<file path="src/rtl/sine_period_meter.sv">
// Measures the period and peak-to-peak amplitude of a sampled sine wave using hysteresis crossings.
// Latency: meas_valid and timeout are registered and rise one clk after the accepted sample that triggers them.
// Backpressure: none; every accepted sample is consumed on its edge, and sample is ignored while sample_valid=0.
module sine_period_meter #(
  parameter int WIDTH     = 14,
  parameter int HYST      = 64,
  parameter int TIMEOUT   = 100000,
  parameter int CNT_WIDTH = 20
) (
  input  logic                        clk,
  input  logic                        reset,
  input  logic signed [WIDTH-1:0]     sample,
  input  logic                        sample_valid,
  output logic        [CNT_WIDTH-1:0] period,
  output logic        [WIDTH:0]       peak_to_peak,
  output logic                        meas_valid,
  output logic                        timeout
);

  // Hysteresis thresholds as signed sample-width constants.
  localparam logic signed [WIDTH-1:0] HI_TH = WIDTH'(HYST);
  localparam logic signed [WIDTH-1:0] LO_TH = WIDTH'(-HYST);
  localparam logic [CNT_WIDTH-1:0]    TO_CNT = CNT_WIDTH'(TIMEOUT);

  // INIT_* wait for the first rising crossing; MEAS_LOW is armed for a low
  // sample, MEAS_HIGH is armed for the rising crossing that closes a period.
  typedef enum logic [1:0] {
    INIT_LOW,
    INIT_HIGH,
    MEAS_LOW,
    MEAS_HIGH
  } state_t;

  state_t                 state;
  logic [CNT_WIDTH-1:0]   cnt;
  logic signed [WIDTH-1:0] trk_max;
  logic signed [WIDTH-1:0] trk_min;

  logic                   is_low;
  logic                   is_high;
  logic [CNT_WIDTH-1:0]   cnt_inc;
  logic signed [WIDTH-1:0] run_max;
  logic signed [WIDTH-1:0] run_min;
  logic [WIDTH:0]         p2p;

  // Threshold compares, running extremes including the current sample, and the
  // sign-extended difference, which cannot overflow in WIDTH+1 bits.
  always_comb begin
    is_low  = (sample <= LO_TH);
    is_high = (sample >= HI_TH);
    cnt_inc = cnt + 1'b1;
    run_max = (sample > trk_max) ? sample : trk_max;
    run_min = (sample < trk_min) ? sample : trk_min;
    p2p     = {run_max[WIDTH-1], run_max} - {run_min[WIDTH-1], run_min};
  end

  // Crossing FSM with the period counter, extreme trackers and registered outputs.
  always_ff @(posedge clk) begin
    if (reset) begin
      state        <= INIT_LOW;
      cnt          <= '0;
      trk_max      <= '0;
      trk_min      <= '0;
      period       <= '0;
      peak_to_peak <= '0;
      meas_valid   <= 1'b0;
      timeout      <= 1'b0;
    end else begin
      meas_valid <= 1'b0;
      timeout    <= 1'b0;
      if (sample_valid) begin
        case (state)
          INIT_LOW: begin
            if (is_low) state <= INIT_HIGH;
          end
          INIT_HIGH: begin
            // First rising crossing opens a period but reports nothing.
            if (is_high) begin
              state   <= MEAS_LOW;
              cnt     <= '0;
              trk_max <= sample;
              trk_min <= sample;
            end
          end
          MEAS_LOW, MEAS_HIGH: begin
            if (state == MEAS_HIGH && is_high) begin
              // Rising crossing closes the period; it wins over a coincident timeout.
              state        <= MEAS_LOW;
              period       <= cnt_inc;
              peak_to_peak <= p2p;
              meas_valid   <= 1'b1;
              cnt          <= '0;
              trk_max      <= sample;
              trk_min      <= sample;
            end else if (cnt_inc == TO_CNT) begin
              // No crossing in time: drop the partial period, keep the last result.
              state   <= INIT_LOW;
              timeout <= 1'b1;
              cnt     <= '0;
              trk_max <= '0;
              trk_min <= '0;
            end else begin
              cnt     <= cnt_inc;
              trk_max <= run_max;
              trk_min <= run_min;
              if (state == MEAS_LOW && is_low) state <= MEAS_HIGH;
            end
          end
          default: state <= INIT_LOW;
        endcase
      end
    end
  end

endmodule

</file>
<file path="config.mk">
export PLATFORM = sky130hd
export DESIGN_NAME = sine_period_meter
export DESIGN_NICKNAME = d
export VERILOG_FILES = /design/src/rtl/sine_period_meter.sv
export SDC_FILE = /design/constraint.sdc
export NUM_CORES = 1
export LEC_CHECK = 0
export ABC_AREA = 0
export CORE_MARGIN = 8
export CORE_UTILIZATION = 44
export CTS_BUF_LIST = sky130_fd_sc_hd__clkbuf_4 sky130_fd_sc_hd__clkbuf_8 sky130_fd_sc_hd__clkbuf_16
export CTS_CLUSTER_SIZE = 24
export DETAILED_ROUTE_END_ITERATION = 12
export GPL_TIMING_DRIVEN = 0
export MAX_ROUTING_LAYER = met4
export PLACE_DENSITY = 0.77
export SLEW_MARGIN = 15
export SYNTH_ARGS = -nofsm -noshare
export SYNTH_HDL_FRONTEND = slang
export SYNTH_SLANG_ARGS = --single-unit
</file>
<file path="constraint.sdc">
create_clock -name clk -period 4.9 [get_ports clk]
set_input_delay 0.49 -clock clk [delete_from_list [all_inputs] [get_ports clk]]
set_output_delay 0.49 -clock clk [all_outputs]
set_load 0.02 [all_outputs]
</file>
After elaboration in Yosys (flattened, before gate mapping)

Index checks and enable logic that the tools add are counted.

Input port bits: 17
Register bits: 87
Logic and storage cells: 54
Output and inout port bits: 37

Equal/unequal tests: 7
Muxes and demuxes: 21
Order comparisons: 4
Add/subtract/negate cells: 2
Reduce and logical (&&, ||, !) cells: 10
Bitwise logic cells: 2

Operators by type and width:

| kind                                                  | number |
|---|---|
| two-way mux 14 bit                                    | 7 |
| two-way mux 20 bit                                    | 3 |
| case mux 14 bit (2 select lines)                      | 2 |
| case mux 20 bit (2 select lines)                      | 1 |
| adder 20 x 1 -> 20 bit, second input constant         | 1 |
| equality test 20 x 17 -> 1 bit, second input constant | 1 |
| subtractor 14 x 14 -> 15 bit                          | 1 |
| >= comparator 14 x 8 -> 1 bit, second input constant  | 1 |
| > comparator 14 bit                                   | 1 |
| <= comparator 14 x 7 -> 1 bit, second input constant  | 1 |
| < comparator 14 bit                                   | 1 |
| two-way mux 2 bit                                     | 5 |
| case mux 2 bit (3 select lines)                       | 1 |
| AND reduction 3 bit                                   | 2 |
| equality test 2 bit, second input constant            | 2 |
| inequality test 2 bit, second input constant          | 2 |
| inequality test 4 bit, second input constant          | 1 |
| AND reduction 4 bit                                   | 1 |
| OR reduction 4 bit                                    | 1 |
| OR reduction 3 bit                                    | 1 |
| equality test 2 x 1 -> 1 bit, second input constant   | 1 |
| logical AND 1 bit                                     | 2 |
| logical NOT 2 bit                                     | 1 |
| two-way mux 1 bit                                     | 2 |
| 3 further kinds                                       | 4 |

Depth between registers and ports, before layout

Gate-level depths: netlist of the first run.

Depth in word-level cells: 6
Mapped depth: 23

Least setup slack after synthesis of the first run

Ideal clock, no wire load.

Kind: reg2reg
Start point: register trk_max[9]
End point: register peak_to_peak[12]
Cell stages (with the launch flop): 23
Arrival: 4.803 ns
Setup time: 0.117 ns
Path slack: -0.020 ns
Path through: dfxtp_1 > clkbuf_1 > inv_1 > ha_1 > a21oi_1 > o21ai_1 > a211o_1 > nor3_2 > or2_1 > buf_6 > clkbuf_1 > clkbuf_1 > mux2i_1 > ha_1 > fa_1 > a211oi_1 > a2111oi_2 > a2111oi_2 > or2_4 > a311oi_4 > a31oi_1 > mux2i_1 > nand2_1

Longest elaborated chain between the ends: 3

RTL lines:

| element                        | line | source |
|---|---|---|
| start, declared                | 36   | `logic signed [WIDTH-1:0] trk_max;` |
| start signal, assigned         | 81   | `trk_max <= sample;` |
| start signal, assigned         | 93   | `trk_max <= sample;` |
| start signal, assigned         | 104  | `trk_max <= run_max;` |
| > comparator 14 bit            | 52   | `run_max = (sample > trk_max) ? sample : trk_max;` |
| two-way mux 14 bit *           | 52   |  |
| subtractor 14 x 14 -> 15 bit * | 54   | `p2p = {run_max[WIDTH-1], run_max} - {run_min[WIDTH-1], run_min};` |
| end signal, assigned           | 90   | `peak_to_peak <= p2p;` |
| end, declared                  | 15   | `output logic [WIDTH:0] peak_to_peak,` |

Mark *: on every way between the ends. The rest lies on a longest branch, timed or not.
A chain may end at the register's enable or synchronous reset.

Worst setup path in the final report of the first run

Start point: input port sample[9]
End point: register peak_to_peak[14]

Longest elaborated chain between the ends: 3
Elaborated cells between the ends (all ways): 8
Classes of those cells: 1 x add/sub; 3 x order compare; 2 x mux; 2 x reduce/logical

RTL lines:

| element                                                                    | line | source |
|---|---|---|
| start, declared                                                            | 12   | `input logic signed [WIDTH-1:0] sample,` |
| > comparator 14 bit, or another cell as far along                          | 52   |  |
| two-way mux 14 bit, or another cell as far along                           | 52   |  |
| subtractor 14 x 14 -> 15 bit / AND reduction 3 bit (equally long branches) | n/a  |  |

Parallel ways exist; a longest one is shown, timed or not.

==> out/results.ini, run 1 <==
[synthesis]
avgSynthCellArea_um2 = 7.85
syn_nets = 816
synthTopCellsByCount = 88 x nor2_1, 87 x dfxtp_1, 67 x a21oi_1
synth-edff-count = 0
seq_area_frac_synth_pct = 29.1
async_reset_ff_share_pct = 0
yosysTopAreaCell = dfxtp_1
yosys-top-cells-area = dfxtp_1 29%, ha_1 7.3%, a211oi_1 6.5%, a21oi_1 5.6%, nor2_1 5.5%
syn_inst = 763
synth-seq-cells = 87
yosys_warnings = 0
synth_area_um2 = 5990
synth_top_area_share_pct = 29.1
synthDistinctLibCells = 76
yosysMostFrequentCell = nor2_1
synth_flop_cell = dfxtp_1

[placement]
dp_hpwl_um = 13600
place_area_um2 = 6740
port_buffers = 53
globalplace.congestion = 0.934

[sta]
tns_ps = 0
finalCritPeriodShare_pct = 97.8
hold_viol = 0
slew_headroom_pct = 45.9
slew_viol_final = 0
period_needed_ps = 4790
setup_viol = 0
clock_skew_ps = 7.00
worstMarginPinSlew_ps = 804
clock.fmax_mhz = 209

[die]
initial_core_util_pct = 45.0
io_pins = 54
core_area_um2 = 13300
rows = 42
die-width_um = 133
die_height_um = 133
fp.dieArea_um2 = 17600

[setup_path]
critPathMaxFanout = 18
startpoint = sample[9]
rr_startpoint = trk_max[4]$_SDFFE_PP0P_
startpoint_type = input pin
cp_slowest_cell = clkdlybuf4s50_1
end_kind = register
path_class = input pin to register
cpPeakStageDelay_ps = 500
crit_arrival_ps = 5070
path_cells = clkdlybuf4s50_1 > ha_4 > nand4_1 > nor2_2 > o31ai_4 > a21oi_4 > or2_4 > buf_12 > clkbuf_8 > mux2i_2 > ha_2 > fa_2 > a31oi_1 > a2111oi_4 > a2111oi_4 > or2_4 > a311oi_4 > a31oi_2 > a21o_1 > a21oi_2
cp.required_ps = 5180
r2r_setup_slack_ps = 190

[clocking]
cts_tree = yes
cts.clk_slew.worst_paths_ps = 70
cts.sinks = 87
clock_tree.buffer_depth = 2
cts_root_buf = clkbuf_16
cts-buffers-inserted = 9
clock_latency_ps = 350
cts-htree-levels = 3

[power_and_ir_drop]
leakagePower_uw = 0.00246
ir_worst_vdd_mv = 0.202
powerDensity_nw_per_um2 = 264

[final_layout]
area_growth_pct = 21.0
num-nets-final = 889
drive_gt1_share_pct = 10.1
diodes = 0
stdcell_area_um2 = 7240

[grt]
globalRouteOverflowTotal = 0
grt_pass1_wl_um = 30700
grtUsageTotal_pct = 22.0
antenna_found_initial = 0
grt_pass1_vias = 5815
grt_max_degree = 19

[detailed_routing]
firstDrtPassIters = 7
drt_iter0_drc = 665
drt_wl_total_um = 18800
vias_per_cell = 6.04
wl_per_cell_um = 18.5
via_count = 6141
route.detailed.drc = 0
drtAntennaViolNets = 0

[min_path]
hold_path_class = register to register
worstHoldStart = peak_to_peak[11]$_SDFFE_PP0P_

[run]
maxCapViolCount = 0

[run_status]
outcome = complete, no violations

==> sequential cells by signal, summed over array words and instances, names as in the netlist <==
register,count
cnt,20
timeout,1
state,2
peak_to_peak,15
trk_max,14
meas_valid,1
period,20
trk_min,14
==> routing by layer <==
| metal | global-route usage (%) | share of wire (%) |
|---|---|---|
| met5 | - | 0 |
| met1 | 29.0 | 45 |
| met3 | 3.10 | 7.8 |
| met2 | 33.1 | 44 |
| met4 | 9.27 | 2.8 |
==> cells in the final DEF, fill, tap and decap left out, drive strengths merged, types with 5 or more instances in the layout <==
| cell | synthesis | final |
|---|---|---|
| nand3 | 21 | 21 |
| nor4 | 9 | 9 |
| nand2b | 9 | 9 |
| nand2 | 58 | 58 |
| nor3 | 22 | 22 |
| and3 | 6 | 6 |
| dfxtp | 87 | 87 |
| buf | 7 | 19 |
| a211oi | 55 | 55 |
| nand4 | 9 | 9 |
| a221oi | 17 | 17 |
| o21ai | 35 | 35 |
| a21oi | 71 | 71 |
| xnor2 | 23 | 23 |
| a22oi | 6 | 6 |
| inv | 40 | 43 |
| dlygate4sd2 | 0 | 8 |
| o21a | 5 | 5 |
| nor2 | 89 | 89 |
| o211ai | 8 | 8 |
| nand3b | 13 | 13 |
| or2 | 5 | 5 |
| a21o | 14 | 14 |
| clkbuf | 44 | 55 |
| ha | 35 | 35 |
| xor2 | 8 | 8 |
| mux2i | 5 | 5 |
| clkdlybuf4s50 | 0 | 40 |
| a31oi | 5 | 5 |
| a211o | 8 | 8 |
==> logic make-up after synthesis <==
kind of cell,synth area share (%)
and+or+nand+nor,21.3
AOI/OAI and AO/OA,29.9
buffers and inverters,5.93
DFF,29.1
adders and majority gates,7.83
xor gates and xnor gates,4.53
muxes,1.42
==> area by class of cell <==
cell class              instances  area, µm²
fillers                      1230       6050
multi-input cells             585       4010
flip-flops and latches         87       1740
repair buffers                 65        593
clock buffers                  10        239
well taps                     176        220
plain buffers                  48        219
inverters                      40        150
clock inverters                 6       73.8
==> worst paths after layout <==
path	endpoint	cells after the start
setup / recovery	peak_to_peak[14]$_SDFFE_PP0P_	20
hold / removal	peak_to_peak[11]$_SDFFE_PP0P_	2
setup reg to reg	peak_to_peak[14]$_SDFFE_PP0P_	20
hold reg to reg	peak_to_peak[11]$_SDFFE_PP0P_	2
==> repair_timing <==
item                                    4_1_cts  5_1_grt
buffers inserted                              9        3
endpoints found under the setup margin       12        9
resized for setup                            28       25
pin swaps                                    10        9
hold buffers                                  0        0
hold endpoints to repair                      0        0
==> where the power goes <==
| group | internal [µW] | switching [µW] | total, µW |
|---|---|---|---|
| Clock | 417 | 322 | 738 |
| Combinational | 175 | 277 | 452 |
| Sequential | 715 | 5.95 | 721 |
| Total | 1310 | 605 | 1910 |
==> metrics by stage <==
step	hold slack (ps)	power (µW)	utilization, %	std cells	setup WS (ps)
global placement	440	1130	50.7	992	-1390
detailed placement	451	1140	50.7	992	-1460
finish	454	1910	54.5	1017	110
floorplan	432	1020	-	763	63.9
global route	487	1980	54.5	1017	-42.5
CTS	461	1880	53.9	1014	45.6
==> critical path: cells and delay by family <==
kind            cells  cell delay, ps
buf+inv             3             840
simple gates        4             850
compound gates      9            1840
fa+ha+maj           3             800
mux                 1             250
(Power assumes the default switching activity.)
==> inputs of run 2 (changes only) <==
Settings changed: CTS_CLUSTER_DIAMETER set to 60, GPL_TIMING_DRIVEN 0 to not set.
==> run 2 against run 1 <==
Compared with the run above:
- setup slack better by 260 ps
- first-iteration DRC count shrank 21%
- design area is 1.8% lower
- clock skew fell by 3.4 ps
- power shrank 3.4%
- utilization is 1.0 points lower
- sequential power barely moved
- flip-flop and latch count did not move
- clock-buffer cell count is the same
- critical endpoint unchanged
- worst hold slack got worse by 5.3 ps
- non-clock buffer count shrank 25
==> out/results.ini, run 2 (same netlist as run 1, synthesis figures left out) <==
[run_status]
outcome = complete, no violations

[sta]
tns_ps = 0
slew_headroom_pct = 34.9
hold_viol = 0
worstMarginPinSlew_ps = 977
clock.fmax_mhz = 221
setup_viol = 0
hold_ws_ps = 449
clock_skew_ps = 3.57
period_needed_ps = 4530
rsz0062_at_grt = false
slew_viol_final = 0
finalCritPeriodShare_pct = 92.5

[grt]
grt_max_degree = 54
grt_pass1_vias = 5236
grt_pass1_wl_um = 26500
antenna_found_initial = 0
grtUsageTotal_pct = 18.5
globalRouteOverflowTotal = 0

[setup_path]
cpPeakStageDelay_ps = 470
critPathMaxFanout = 7
crit_arrival_ps = 4730
rr_startpoint = trk_max[9]$_SDFFE_PP0P_
end_kind = register
cp.required_ps = 5100
startpoint = trk_max[9]$_SDFFE_PP0P_
path_class = register to register
cp_slowest_cell = dfxtp_1
startpoint_type = register
path_cells = inv_1 > ha_1 > nand4_1 > o41ai_4 > a21oi_2 > or2_1 > mux2i_1 > ha_1 > fa_1 > a211oi_1 > a2111oi_2 > a2111oi_2 > o211a_1 > a311oi_4 > a31oi_2 > a21o_1 > a21oi_2
r2r_cells = 17

[power_and_ir_drop]
clkPwrFrac_pct = 38.7
p_switching_uw = 558
power_frac_seq_pct = 39.1
swShare_pct = 30.2
combPwrFrac_pct = 22.2
leakagePower_uw = 0.00245
ir_worst_vdd_mv = 0.135
p_int_uw = 1290
powerDensity_nw_per_um2 = 260

[die]
die-width_um = 133
io_pins = 54
fp.dieArea_um2 = 17600
initial_core_util_pct = 45.0
rows = 42
die_height_um = 133
core_area_um2 = 13300

[placement]
globalplace.congestion = 0.925
dp_hpwl_um = 11500
port_buffers = 53

[detailed_routing]
route.detailed.drc = 0
vias_per_cell = 5.82
drt_iter0_drc = 524
drt_wl_total_um = 16000
firstDrtPassIters = 5
via_count = 5776
wl_per_cell_um = 16.1
drtAntennaViolNets = 0

[run]
maxCapViolCount = 0

[clocking]
cts-buffers-inserted = 9
cts-htree-levels = 3
clock_latency_ps = 350
cts_tree = yes
cts_root_buf = clkbuf_16
cts.sinks = 87
clock_tree.buffer_depth = 2
postCtsSetupBuffers = 0
cts.clk_slew.worst_paths_ps = 60

[final_layout]
drive_gt1_share_pct = 10.3
diodes = 0
area_growth_pct = 18.7
num-nets-final = 864
final_common_cell = nor2_1
final_cell_mix = 88 x nor2_1, 87 x dfxtp_1, 67 x a21oi_1
largestRegisters = cnt: 20 flops, period: 20 flops, peak_to_peak: 15 flops
fillCellCount = 1204
multiInputGateArea_um2 = 3910
area.sequential_um2 = 1740

[min_path]
holdPathStages = 2
worstHoldStart = peak_to_peak[11]$_SDFFE_PP0P_
hold_path_class = register to register

==> run 2: area by class of cell <==
class                   count  area share, %
clock buffers              10           3.27
multi-input cells         585           55.0
repair buffers             88           11.1
clock inverters             6          0.933
flip-flops and latches     87           24.5
inverters                  40           2.11
well taps                 176           3.10
==> run 2: routing by layer <==
metal	track usage [%]	routed length [µm]	vias up
met5	-	0	-
met4	7.76	382	0
met3	3.18	940	29
met2	27.8	7260	190
met1	24.0	7420	2661
li1	-	-	2896
==> run 2: critical path, delay by kind of cell, from the launching register on <==
family                   cells  cell delay [ps]
AND/OR/NAND/NOR              2              520
multiplexers                 1              160
AO/OA/AOI/OAI               10             2040
flip-flops                   1              470
adder cells (fa/ha/maj)      3             1030
buffers and inverters        1              150
==> run 2: power by group through the flow <==
stage / clock network [µW] / registers [µW] / logic (µW)
3_3_place_gp: 0 / 737 / 397
2_1_floorplan: 0 / 736 / 289
6_report: 715 / 722 / 410
5_1_grt: 759 / 722 / 448
3_5_place_dp: 0 / 738 / 399
4_1_cts: 724 / 721 / 402
==> run 2: what timing repair did <==
action,CTS,global route
hold endpoints to repair,0,0
resized for setup,0,1
endpoints found under the setup margin,0,2
hold buffers,0,0
==> run 2: worst paths after layout <==
path	endpoint	slack, ps
worst max-delay path	peak_to_peak[14]$_SDFFE_PP0P_	370
worst min-delay path	peak_to_peak[11]$_SDFFE_PP0P_	450
worst min register to register	peak_to_peak[11]$_SDFFE_PP0P_	450
worst max register to register	peak_to_peak[14]$_SDFFE_PP0P_	370
==> run 2: per-stage QoR <==
stage	worst slack, ps	std cells	power, µW	instance area (µm²)	util (%)
floorplan	63.9	763	1020	5990	-
global placement	190	976	1130	6810	51.2
global route	42.1	992	1930	7110	53.5
finish	366	992	1850	7110	53.5
CTS	369	992	1850	7100	53.4
detailed placement	82.6	976	1140	6810	51.2
